### src/rtl/bpsk_burst_tx.sv
// BPSK burst transmitter: frame buffer, command controller and carrier modulator in one block.
// Define BPSK_PREAMBLE_EN to send PREAMBLE before word 0 of every frame pass.
module bpsk_burst_tx #(
  parameter int unsigned           CLOCK_FRQ   = 12_000_000,
  parameter int unsigned           CARRIER_FRQ = 6_400,
  parameter int unsigned           DATA_WIDTH  = 8,
  parameter int unsigned           DEPTH       = 16,
  parameter logic [DATA_WIDTH-1:0] PREAMBLE    = DATA_WIDTH'(8'hAA)
) (
  input  logic                    clk,
  input  logic                    n_rst,
  input  logic                    wr_valid,
  output logic                    wr_ready,
  input  logic [DATA_WIDTH-1:0]   wr_data,
  input  logic                    cmd_valid,
  output logic                    cmd_ready,
  input  logic [1:0]              cmd_code,
  input  logic [1:0]              cyc_sel,
  output logic                    wave_out,
  output logic                    busy,
  output logic [1:0]              state_out,
  output logic [$clog2(DEPTH):0]  count,
  output logic                    byte_done,
  output logic                    frame_done,
  output logic                    cmd_err
);

  localparam int unsigned HALF_DIV = CLOCK_FRQ / (2 * CARRIER_FRQ);
  localparam int unsigned AW       = $clog2(DEPTH);
  localparam int unsigned CW       = $clog2(DEPTH) + 1;
  localparam int unsigned HW       = (HALF_DIV > 1) ? $clog2(HALF_DIV) : 1;
  localparam int unsigned BW       = (DATA_WIDTH > 1) ? $clog2(DATA_WIDTH) : 1;

  localparam logic [HW-1:0] HALF_LAST = HW'(HALF_DIV - 1);
  localparam logic [BW-1:0] BIT_MSB   = BW'(DATA_WIDTH - 1);
  localparam logic [AW-1:0] PTR_LAST  = AW'(DEPTH - 1);
  localparam logic [CW-1:0] DEPTH_CNT = CW'(DEPTH);

  localparam logic [1:0] ST_IDLE  = 2'd0;
  localparam logic [1:0] ST_TX    = 2'd1;
  localparam logic [1:0] ST_CLEAR = 2'd2;
  localparam logic [1:0] ST_PRE   = 2'd3;

  localparam logic [1:0] CMD_ONCE  = 2'd0;
  localparam logic [1:0] CMD_LOOP  = 2'd1;
  localparam logic [1:0] CMD_STOP  = 2'd2;
  localparam logic [1:0] CMD_CLEAR = 2'd3;

`ifdef BPSK_PREAMBLE_EN
  localparam logic [1:0] ST_FIRST = ST_PRE;
`else
  localparam logic [1:0] ST_FIRST = ST_TX;
`endif

  logic [DATA_WIDTH-1:0] mem [DEPTH];

  logic [1:0]    state_q, state_d;
  logic [CW-1:0] count_q, count_d;
  logic [AW-1:0] rd_ptr_q, rd_ptr_d;
  logic [AW-1:0] clr_ptr_q, clr_ptr_d;
  logic [HW-1:0] half_cnt_q, half_cnt_d;
  logic          phase_lo_q, phase_lo_d;
  logic [2:0]    cyc_cnt_q, cyc_cnt_d;
  logic [BW-1:0] bit_idx_q, bit_idx_d;
  logic [1:0]    cyc_lat_q, cyc_lat_d;
  logic          loop_q, loop_d;
  logic          stop_q, stop_d;
  logic          cmd_err_q, cmd_err_d;

  logic                  wr_fire, cmd_fire, sending;
  logic                  half_end, cycle_end, bit_end, word_end, last_word;
  logic [CW-1:0]         count_eff;
  logic [2:0]            cyc_max;
  logic [DATA_WIDTH-1:0] cur_word;
  logic                  cur_bit;
  logic                  mem_we;
  logic [AW-1:0]         mem_waddr;
  logic [DATA_WIDTH-1:0] mem_wdata;

  assign wr_ready  = (state_q == ST_IDLE) && (count_q < DEPTH_CNT);
  assign cmd_ready = (state_q != ST_CLEAR);
  assign wr_fire   = wr_valid && wr_ready;
  assign cmd_fire  = cmd_valid && cmd_ready;
  // A write landing on the same edge as START is part of the frame.
  assign count_eff = count_q + CW'(wr_fire);
  assign sending   = (state_q == ST_TX) || (state_q == ST_PRE);

  always_comb begin
    case (cyc_lat_q)
      2'd0:    cyc_max = 3'd0;
      2'd1:    cyc_max = 3'd1;
      2'd2:    cyc_max = 3'd3;
      default: cyc_max = 3'd7;
    endcase
  end

  assign half_end  = (half_cnt_q == HALF_LAST);
  assign cycle_end = half_end && phase_lo_q;
  assign bit_end   = cycle_end && (cyc_cnt_q == cyc_max);
  assign word_end  = bit_end && (bit_idx_q == '0);
  assign last_word = ({1'b0, rd_ptr_q} == (count_q - CW'(1)));

  assign cur_word = (state_q == ST_PRE) ? PREAMBLE : mem[rd_ptr_q];
  assign cur_bit  = cur_word[bit_idx_q];

  // Carrier is high in the first half cycle; a 0 bit inverts it.
  assign wave_out   = sending && (cur_bit ? ~phase_lo_q : phase_lo_q);
  assign byte_done  = (state_q == ST_TX) && word_end;
  assign frame_done = byte_done && last_word;
  assign cmd_err    = cmd_err_q;
  assign busy       = (state_q != ST_IDLE);
  assign state_out  = state_q;
  assign count      = count_q;

  always_comb begin
    state_d    = state_q;
    count_d    = count_q;
    rd_ptr_d   = rd_ptr_q;
    clr_ptr_d  = clr_ptr_q;
    half_cnt_d = half_cnt_q;
    phase_lo_d = phase_lo_q;
    cyc_cnt_d  = cyc_cnt_q;
    bit_idx_d  = bit_idx_q;
    cyc_lat_d  = cyc_lat_q;
    loop_d     = loop_q;
    stop_d     = stop_q;
    cmd_err_d  = 1'b0;

    // Counters wrap to their rest values on word_end, so IDLE always restarts cleanly.
    if (sending) begin
      half_cnt_d = half_end ? '0 : half_cnt_q + HW'(1);
      if (half_end)  phase_lo_d = ~phase_lo_q;
      if (cycle_end) cyc_cnt_d = bit_end ? 3'd0 : cyc_cnt_q + 3'd1;
      if (bit_end)   bit_idx_d = word_end ? BIT_MSB : bit_idx_q - BW'(1);
    end

    case (state_q)
      ST_IDLE: begin
        if (wr_fire) count_d = count_q + CW'(1);
        if (cmd_fire) begin
          case (cmd_code)
            CMD_ONCE, CMD_LOOP: begin
              if (count_eff == '0) begin
                cmd_err_d = 1'b1;
              end else begin
                state_d   = ST_FIRST;
                cyc_lat_d = cyc_sel;
                loop_d    = (cmd_code == CMD_LOOP);
                stop_d    = 1'b0;
                rd_ptr_d  = '0;
              end
            end
            CMD_CLEAR: begin
              state_d   = ST_CLEAR;
              clr_ptr_d = '0;
            end
            default: ;
          endcase
        end
      end
      ST_TX, ST_PRE: begin
        if (cmd_fire) begin
          if (cmd_code == CMD_STOP) stop_d = 1'b1;
          else cmd_err_d = 1'b1;
        end
        if (word_end) begin
          if (state_q == ST_PRE) begin
            state_d = stop_q ? ST_IDLE : ST_TX;
            if (stop_q) stop_d = 1'b0;
          end else if (stop_q || (last_word && !loop_q)) begin
            state_d  = ST_IDLE;
            stop_d   = 1'b0;
            rd_ptr_d = '0;
          end else if (last_word) begin
            state_d  = ST_FIRST;
            rd_ptr_d = '0;
          end else begin
            rd_ptr_d = rd_ptr_q + AW'(1);
          end
        end
      end
      ST_CLEAR: begin
        clr_ptr_d = clr_ptr_q + AW'(1);
        if (clr_ptr_q == PTR_LAST) begin
          state_d = ST_IDLE;
          count_d = '0;
        end
      end
      default: state_d = ST_IDLE;
    endcase
  end

  always_ff @(posedge clk) begin
    if (!n_rst) begin
      state_q    <= ST_IDLE;
      count_q    <= '0;
      rd_ptr_q   <= '0;
      clr_ptr_q  <= '0;
      half_cnt_q <= '0;
      phase_lo_q <= 1'b0;
      cyc_cnt_q  <= 3'd0;
      bit_idx_q  <= BIT_MSB;
      cyc_lat_q  <= 2'd0;
      loop_q     <= 1'b0;
      stop_q     <= 1'b0;
      cmd_err_q  <= 1'b0;
    end else begin
      state_q    <= state_d;
      count_q    <= count_d;
      rd_ptr_q   <= rd_ptr_d;
      clr_ptr_q  <= clr_ptr_d;
      half_cnt_q <= half_cnt_d;
      phase_lo_q <= phase_lo_d;
      cyc_cnt_q  <= cyc_cnt_d;
      bit_idx_q  <= bit_idx_d;
      cyc_lat_q  <= cyc_lat_d;
      loop_q     <= loop_d;
      stop_q     <= stop_d;
      cmd_err_q  <= cmd_err_d;
    end
  end

  // Loads only happen in IDLE and zeroing only in CLEAR, so one write port suffices.
  assign mem_we    = wr_fire || (state_q == ST_CLEAR);
  assign mem_waddr = (state_q == ST_CLEAR) ? clr_ptr_q : count_q[AW-1:0];
  assign mem_wdata = (state_q == ST_CLEAR) ? '0 : wr_data;

  always_ff @(posedge clk) begin
    if (mem_we) mem[mem_waddr] <= mem_wdata;
  end

endmodule
### config.mk
export PLATFORM = sky130hd
export DESIGN_NAME = bpsk_burst_tx
export DESIGN_NICKNAME = d
export VERILOG_FILES = /design/src/rtl/bpsk_burst_tx.sv
export SDC_FILE = /design/constraint.sdc
export NUM_CORES = 1
export LEC_CHECK = 0
export CAP_MARGIN = 20
export CELL_PAD_IN_SITES_DETAIL_PLACEMENT = 1
export CELL_PAD_IN_SITES_GLOBAL_PLACEMENT = 1
export CORE_MARGIN = 5
export CORE_UTILIZATION = 45
export CTS_BUF_LIST = sky130_fd_sc_hd__clkbuf_2
export CTS_CLUSTER_DIAMETER = 80
export CTS_CLUSTER_SIZE = 16
export DETAILED_ROUTE_END_ITERATION = 7
export PLACE_DENSITY = 0.72
export REMOVE_ABC_BUFFERS = 1
export SLEW_MARGIN = 10
export SYNTH_ARGS = -nofsm -noshare
export SYNTH_HDL_FRONTEND = slang
export SYNTH_SLANG_ARGS = --single-unit
### constraint.sdc
create_clock -name clk -period 3.24 [get_ports clk]
set_input_delay 0.81 -clock clk [delete_from_list [all_inputs] [get_ports clk]]
set_output_delay 0.81 -clock clk [all_outputs]
set_load 0.005 [all_outputs]
==> impl_metrics.csv, run 1 <==
group,metric,value,unit
status,status,"finished with violations",
status,violations,"negative setup slack",
synth,syn_avg_cell_area,13.6,µm²
sta,fin_crit_sh,1.17,
worst_hold_path,hold_class,"reg2reg",
cts,cts_buffers,17,
sta,hold_viol,0,
layout,stdcell_area,9000,µm²
global_route,grt_max_degree,22,
placement,dpl_cell_area,8290,µm²
layout,drive_gt1_frac,0.272,
flow_run,max_cap_viol_count,0,
global_route,antenna_found_initial,1,
sta,grt_setup_unrepaired,"yes",
routing,wire_per_inst,21.6,µm
cts,htreeDepth,4,
pwr,p_per_area,458,nW/µm²
placement,dp_hpwl,12800,µm
cts,clk_latency,0.80,ns
layout,mostFrequentLayoutCell,"edfxtp_1",
cts,path_clk_slew,0.24,ns
sta,setup_tns,-0.778,ns
synth,synth_flop_cell,"edfxtp_1",
floorplan,die-area,19400,µm²
global_route,grt_use_met1,0.243,
global_route,use_met3,0.0434,
critical_path,worstPathRequired,2.43,ns
routing,drc,0,
sta,fin_skew,0.0584,ns
global_route,grt_busiest_layer,"met2",
routing,routed_wl,19000,µm
critical_path,critPathMaxFanout,8,
placement,place.gp.congestion,0.838,
cts,cts.sink_count,169,
global_route,gr-usage-met2,0.366,
synth,synth_edf_count,128,
global_route,grt_pass1_vias,5329,
sta,worst_slack,-0.550,ns
floorplan,die_w,139,µm
pwr,p_leak,3.02,nW
sta,tightest_slew,1.08,ns
layout,final-seq-area,4690,µm²
floorplan,boundaryPins,30,
layout,fillers,1686,
cts,clockRootBuffer,"clkbuf_2",
synth,ys_ff_latch,169,
synth,ys_seq_area_frac,0.621,
layout,postLayoutCoreUtil,0.547,
global_route,grt_pass1_wl,30100,µm
floorplan,rows,47,
synth,ys_types,64,
global_route,grtUsageTotal,0.202,
sta,setup_viol,3,
layout,nets,673,
cts,holdBufCountCts,0,
pwr,irDropWorstVdd,206,µV
sta,fmax,264,MHz
critical_path,worstPathArrival,2.98,ns
routing,via_per_inst,5.59,
routing,drtPass1Iterations,5,
synth,yosysWarnings,0,
cts,clock_path_buffers,2,
floorplan,start_util,0.456,
sta,slew_headroom,0.274,
placement,port_buffers,29,
global_route,overflow,0,
critical_path,crit_type,"reg2out",
cts,cts_tree,"built",
floorplan,core-area,16500,µm²
sta,slew_viol_final,0,
synth,postSynth.asyncResetShare,0,
synth,netlist_area,7510,µm²
routing,dr_total_vias,4922,
critical_path,start_kind,"register",
layout,multi_input_area,2760,µm²
sta,final.min_clock_period,3.79,ns
synth,synth_cells,554,
routing,first_iter_violations,235,
floorplan,die_y,139,µm
critical_path,endpoint_kind,"output port",
layout,area_delta_synth_final,19.9,%
routing,drtAntennaViolNets,0,
layout,layout_common_cells,"128 x edfxtp_1, 56 x nor2_1, 54 x buf_4",
-- worst max-delay path, cell delays in order, from the launching register on --
cell       delay (ns)
dfxtp_4          0.47
buf_16           0.16
nor2b_1          0.37
nand2_1          0.09
a311oi_1         0.39
a2111oi_2        0.10
a21oi_1          0.20
a32oi_2          0.12
mux2i_1          0.18
buf_2            0.13
-- synth_stat cells (7+ instances only) --
library cell / n / area, µm²
a21oi_1: 20 / 100
buf_2: 9 / 45.0
clkbuf_1: 10 / 37.5
dfxtp_1: 41 / 821
edfxtp_1: 128 / 3840
ha_1: 11 / 138
inv_1: 16 / 60.1
mux2i_1: 34 / 340
mux4_2: 22 / 495
nand2_1: 37 / 139
nand3_1: 16 / 80.1
nand4_1: 7 / 43.8
nor2_1: 58 / 218
nor2b_1: 12 / 75.1
nor3_1: 14 / 70.1
o21ai_0: 13 / 65.1
xnor2_1: 9 / 78.8
xor2_1: 10 / 87.6
-- flip-flops by register name, summed over array words and instances, names as in the netlist, 2 cells and up, named ones only --
name and flops:
bit_idx_q 3, half_cnt_q 10, count 5, mem 128
state_out 2, clr_ptr_q 4, cyc_cnt_q 3, cyc_lat_q 2
rd_ptr_q 4
-- per-layer routing --
layer / vias to the layer above / share of wire
met5: - / 0
met2: 104 / 0.53
met3: 28 / 0.039
met1: 2510 / 0.41
met4: 0 / 0.019
li1: 2280 / -
-- worst paths after layout --
kind | cells after the start | to | slack, ns | startpoint
setup / recovery | 9 | wave_out | -0.55 | register
setup reg to reg | 13 | register | 0.31 | state_out[1]
hold / removal | 2 | half_cnt_q[4] | 0.56 | half_cnt_q[4]
hold reg to reg | 2 | half_cnt_q[4] | 0.56 | half_cnt_q[4]
-- report_power, final --
part           internal (mW)  total, mW  switching (mW)  leakage [nW]
sequential              2.38       2.41          0.0228          1.50
combinational          0.183      0.432           0.248          1.36
clock                  0.519       1.29           0.770         0.165
-- repair_timing --
item	CTS	global route
cloned	1	0
gates resized for setup	57	20
endpoints found under the setup margin	4	4
pin swaps	19	8
setup buffers	10	10
-- layout make-up --
| class | count | share of cell area |
|---|---|---|
| clock buffer | 18 | 0.0100 |
| sequential | 169 | 0.521 |
| multi-input combinational | 342 | 0.306 |
| tap | 220 | 0.0306 |
| antenna | 1 | 0.000278 |
| timing repair buffer | 99 | 0.103 |
| inverter | 17 | 0.00750 |
| clock inverter | 14 | 0.0217 |
-- stage by stage --
step | worst slack, ns | hold WS, ns | std cells | total power, mW
detailed placement | -0.427 | 0.525 | 823 | 2.85
finish | -0.550 | 0.555 | 880 | 4.13
global placement | -0.315 | 0.497 | 823 | 2.83
global route | -0.777 | 0.583 | 880 | 4.29
CTS | -0.601 | 0.560 | 865 | 4.13
floorplan | -0.357 | 0.470 | 528 | 2.67
-- cells by family (layout without fill, tap and decap cells) --
logic type | Yosys count | in the layout | synth area share
other cells | 0 | 1 | 0
fa+ha+maj | 11 | 11 | 0.0183
flops | 169 | 169 | 0.621
mux | 57 | 57 | 0.115
buf+inv | 43 | 148 | 0.0303
compound gates | 77 | 77 | 0.0740
simple gates | 178 | 178 | 0.119
xor+xnor | 19 | 19 | 0.0222
Power figures use the tool's default switching activity.
==> inputs of run 2 (changes only) <==
- PLACE_DENSITY: 0.72 -> 0.71
==> run 2 against run 1 <==
The run still ends with negative setup slack left. Via count rose by 0.98%. Largest cell class unchanged. Clock power fell by 23%. Critical path depth rose by 1. Non-clock buffer count rose by 17. Clock skew fell by 0.011 ns.
==> impl_metrics.csv, run 2 (same netlist as run 1, synthesis figures left out) <==
group,metric,value,unit
status,status,"finished with violations",
status,violations,"negative setup slack",
sta,final.min_clock_period,3.86,ns
placement,dp_hpwl,13300,µm
routing,routed_wl,19700,µm
routing,drtPass1Iterations,4,
global_route,grt_pass1_vias,5453,
cts,clock_path_buffers,2,
flow_run,max_cap_viol_count,0,
cts,cts.sink_count,169,
placement,dp.cells,837,
critical_path,endpoint_kind,"output port",
layout,stdcell_area,8990,µm²
critical_path,cp_slowest_cell,"mux4_2",
floorplan,start_util,0.456,
layout,mostFrequentLayoutCell,"edfxtp_1",
layout,fin_cells,897,
cts,clk_latency,0.75,ns
pwr,p_per_area,426,nW/µm²
layout,nets,690,
floorplan,boundaryPins,30,
pwr,switchingPower,0.994,mW
routing,drc,0,
pwr,p_int,2.84,mW
layout,area_delta_synth_final,19.8,%
cts,holdBufCountCts,0,
sta,holdWs,0.545,ns
critical_path,critPathBufInv,4,
critical_path,start_kind,"register",
pwr,p_sw_frac,0.259,
layout,layout_common_cells,"128 x edfxtp_1, 73 x buf_4, 57 x nor2_1",
routing,dr_total_vias,4970,
placement,place_worst_setup_slack,-0.384,ns
pwr,seq_power_share,0.628,
sta,grt_setup_unrepaired,"yes",
layout,drive_gt1_frac,0.277,
routing,first_iter_violations,260,
floorplan,die-area,19400,µm²
critical_path,worstPathArrival,3.05,ns
critical_path,crit_type,"reg2out",
sta,hold_viol,0,
critical_path,critPathMaxFanout,10,
floorplan,die_w,139,µm
cts,clockRootBuffer,"clkbuf_2",
cts,path_clk_slew,0.22,ns
floorplan,core-area,16500,µm²
sta,fin_crit_sh,1.19,
sta,slew_viol_final,0,
pwr,p_leak,3.07,nW
global_route,overflow,0,
placement,dpl_cell_area,8410,µm²
critical_path,cp_slowest_stage_delay,0.53,ns
pwr,irDropWorstVdd,281,µV
cts,htreeDepth,4,
layout,largest_reg_flops,128,
routing,via_per_inst,5.54,
sta,setup_viol,3,
sta,fin_skew,0.0478,ns
layout,postLayoutCoreUtil,0.546,
placement,place.gp.congestion,0.828,
sta,slew_headroom,0.315,
floorplan,rows,47,
global_route,grtUsageTotal,0.211,
cts,cts_buffers,17,
floorplan,die_y,139,µm
pwr,comb_power_share,0.114,
routing,wire_per_inst,22.0,µm
sta,fmax,259,MHz
routing,drtAntennaViolNets,0,
global_route,grt_pass1_wl,31300,µm
global_route,grt_max_degree,23,
critical_path,cp_top_family,"multiplexers",
sta,tightest_slew,1.03,ns
placement,port_buffers,29,
cts,cts_tree,"built",
critical_path,worst_path_most_repeated_cell,"buf_4",
sta,worst_slack,-0.625,ns
worst_hold_path,hold_class,"reg2reg",
global_route,antenna_found_initial,1,
critical_path,worstPathRequired,2.43,ns
layout,max_flop_register,"mem",
pwr,clkPwrFrac,0.258,
critical_path,worstPathCellList,"buf_12 -> buf_4 -> mux4_2 -> mux2i_1 -> o221ai_2 -> o211ai_1 -> a32oi_1 -> buf_4 -> mux2i_2 -> buf_2",
==> run 2: cell count changes in the layout (fill, tap and decap cells not counted), sizes merged <==
| cell | previous run | this run |
|---|---|---|
| bufinv | 4 | 1 |
| clkinvlp | 3 | 2 |
| inv | 20 | 18 |
| clkdlybuf4s18 | 0 | 1 |
| clkinv | 4 | 11 |
| clkbuf | 18 | 17 |
| buf | 73 | 89 |
==> run 2: worst min-delay path, stage by stage (launching register included) <==
cell and delay [ns]:
dfxtp_1 0.38, o311ai_0 0.09, a21oi_1 0.07
==> run 2: power groups by stage <==
stage / Combinational [mW] / Clock, mW / Sequential [mW]
after detailed placement: 0.405 / 0 / 2.45
final: 0.438 / 0.988 / 2.40
after floorplan: 0.206 / 0 / 2.46
after global routing: 0.480 / 1.13 / 2.41
after global placement: 0.388 / 0 / 2.45
after CTS: 0.434 / 1.03 / 2.40
==> run 2: repair_timing <==
item                                    CTS  global route
pin swaps                                15            14
cloned                                    1             0
endpoints found under the setup margin    4             4
buffers inserted                         23             2
resized for setup                        47            13
==> run 2: cell type report <==
type / instances / area [µm²]
fillers: 1693 / 7470
flip-flops and latches: 169 / 4690
multi-input cells: 342 / 2710
repair buffers: 116 / 1060
well taps: 220 / 275
clock inverters: 15 / 109
clock buffers: 17 / 85.1
inverters: 17 / 63.8
diodes: 1 / 2.50
==> run 2: metrics by stage <==
stage | power, mW | setup TNS, ns
global placement | 2.84 | -1.69
floorplan | 2.67 | -0.974
global route | 4.02 | -1.38
detailed placement | 2.86 | -2.26
CTS | 3.87 | -1.04
finish | 3.83 | -0.774
==> run 2: metal layers <==
metal | vias to the layer above | part of all wire | global-route usage
li1 | 2309 | - | -
met5 | - | 0 | 0
met2 | 99 | 0.53 | 0.371
met3 | 17 | 0.036 | 0.0421
met1 | 2545 | 0.43 | 0.266
met4 | 0 | 0.011 | 0.0613
==> run 2: worst paths after layout <==
check / startpoint / to / slack, ns / depth (start not counted)
worst max-delay path: register / wave_out / -0.62 / 10
worst min-delay path: stop_q / stop_q / 0.54 / 2
worst max register to register: clr_ptr_q[0] / rd_ptr_q[2] / 0.28 / 13
worst min register to register: stop_q / stop_q / 0.54 / 2
==> inputs of run 3 (changes only) <==
- CORE_MARGIN: 5 -> not set
==> run 3 against run 2 <==
The run still ends with negative setup slack left. Clock power rose by 22%. Critical path depth down 1. Non-clock buffer count increased by 10. First-iteration DRC count increased by 3.8%. Global-route usage grew 2.2 points. Register-to-register slack better by 0.03 ns. Count of clock-buffer cells in the layout unchanged. Wire length decreased by 4.0%. Combinational power is 5.9% higher. Flip-flop and latch count stayed put. Critical endpoint unchanged. Largest cell class unchanged.
==> impl_metrics.csv, run 3 (same netlist as run 1, synthesis figures left out) <==
group,metric,value,unit
status,status,"finished with violations",
status,violations,"negative setup slack",
floorplan,core-area,16100,µm²
pwr,p_sw_frac,0.270,
critical_path,worst-path-stages,9,
floorplan,boundaryPins,30,
global_route,grt_pass1_vias,5459,
pwr,clkPwrFrac,0.297,
cts,htreeDepth,4,
floorplan,die_y,131,µm
floorplan,die_w,131,µm
floorplan,rows,46,
placement,dp.cells,849,
pwr,comb_power_share,0.114,
layout,antennaDiodeCount,0,
placement,dp_hpwl,13000,µm
pwr,p_int,2.98,mW
critical_path,worstPathRequired,2.43,ns
sta,worst_slack,-0.594,ns
flow_run,max_cap_viol_count,0,
floorplan,start_util,0.468,
sta,setup_viol,3,
layout,fin_cells,902,
placement,place.gp.congestion,0.820,
critical_path,start_kind,"register",
worst_hold_path,whs_path_depth,2,
cts,clock_path_buffers,2,
worst_hold_path,hold_class,"reg2reg",
critical_path,cp_slowest_stage_delay,0.54,ns
sta,tightest_slew,0.570,ns
cts,cts.sink_count,169,
pwr,seq_power_share,0.589,
critical_path,worstPathCellList,"buf_4 -> buf_6 -> mux4_2 -> a2111oi_4 -> a2111oi_2 -> a21oi_1 -> a32oi_2 -> mux2i_1 -> buf_2",
sta,slew_headroom,0.616,
placement,place_worst_setup_slack,-0.328,ns
placement,port_buffers,29,
cts,cts_buffers,17,
global_route,grtUsageTotal,0.233,
sta,final.min_clock_period,3.83,ns
critical_path,critPathBufInv,3,
pwr,power,4.08,mW
critical_path,crit_type,"reg2out",
cts,clockRootBuffer,"clkbuf_2",
critical_path,cp_slowest_cell,"mux4_2",
pwr,irDropWorstVdd,176,µV
layout,area_delta_synth_final,21.8,%
layout,drive_gt1_frac,0.306,
layout,fillers,1595,
sta,fmax,261,MHz
cts,clk_latency,0.75,ns
sta,hold_viol,0,
sta,fin_skew,0.0324,ns
layout,largest_reg_flops,128,
cts,holdBufCountCts,0,
sta,fin_crit_sh,1.18,
global_route,grt_max_degree,19,
layout,postLayoutCoreUtil,0.569,
routing,wire_per_inst,21.0,µm
routing,drtPass1Iterations,4,
pwr,p_leak,3.15,nW
global_route,overflow,0,
sta,grt_setup_unrepaired,"yes",
routing,first_iter_violations,270,
global_route,grt_pass1_wl,30200,µm
sta,setup_tns,-0.816,ns
sta,slew_viol_final,0,
critical_path,cp_top_family,"multiplexers",
layout,mostFrequentLayoutCell,"edfxtp_1",
pwr,p_per_area,446,nW/µm²
critical_path,worstPathArrival,3.02,ns
routing,via_per_inst,5.56,
global_route,antenna_found_initial,0,
layout,max_flop_register,"mem",
critical_path,endpoint_kind,"output port",
routing,dr_total_vias,5016,
routing,drc,0,
critical_path,critPathMaxFanout,5,
layout,layout_common_cells,"128 x edfxtp_1, 88 x buf_4, 57 x nor2_1",
routing,routed_wl,18900,µm
routing,drtAntennaViolNets,0,
cts,cts_tree,"built",
pwr,switchingPower,1.10,mW
critical_path,rr_worst_depth,14,
cts,path_clk_slew,0.26,ns
layout,nets,700,
floorplan,die-area,17200,µm²
run 3: power by group through the flow:
stage	Combinational (mW)	Clock (mW)	Sequential, mW
floorplan	0.206	0	2.46
detailed placement	0.420	0	2.45
global placement	0.400	0	2.45
global route	0.503	1.32	2.41
CTS	0.453	1.24	2.40
finish	0.464	1.21	2.40
run 3: worst paths after layout:
check	slack, ns	end	from
min	0.55	half_cnt_q[4]	half_cnt_q[4]
max reg2reg	0.31	register	clr_ptr_q[0]
min reg2reg	0.55	half_cnt_q[4]	half_cnt_q[4]
max	-0.59	wave_out	register
run 3: cell type report:
cell class                 instances  area [µm²]  area share
clock buffer                      17        85.1     0.00931
clock inverter                    15         180      0.0197
inverter                          17        72.6     0.00794
multi-input combinational        342        2750       0.301
sequential                       169        4690       0.513
tap                              216         270      0.0296
timing repair buffer             126        1090       0.119
run 3: through the flow:
stage | area [µm²] | hold WS (ns)
after floorplan | 7340 | 0.470
final | 9140 | 0.554
after global routing | 9140 | 0.588
after CTS | 9090 | 0.555
after detailed placement | 8510 | 0.516
after global placement | 8510 | 0.489
run 3: tightest hold or removal path: cells and delay by family (launching register included):
family / cells / cell delay (ns)
xor+xnor: 1 / 0.07
simple gates: 1 / 0.07
flops: 1 / 0.41
run 3: timing repair:
item / CTS / global route
resized for setup: 51 / 23
setup buffers: 21 / 2
endpoints found under the hold margin: 0 / 0
setup endpoints to repair: 6 / 6
gates cloned: 1 / 0
pin swaps: 14 / 10
run 3: per-layer routing:
metal,share of wire,vias up,GRT usage
met5,0,-,0
li1,-,2329,-
met1,0.43,2559,0.291
met4,0.022,0,0.0843
met3,0.033,31,0.0386
met2,0.52,97,0.406
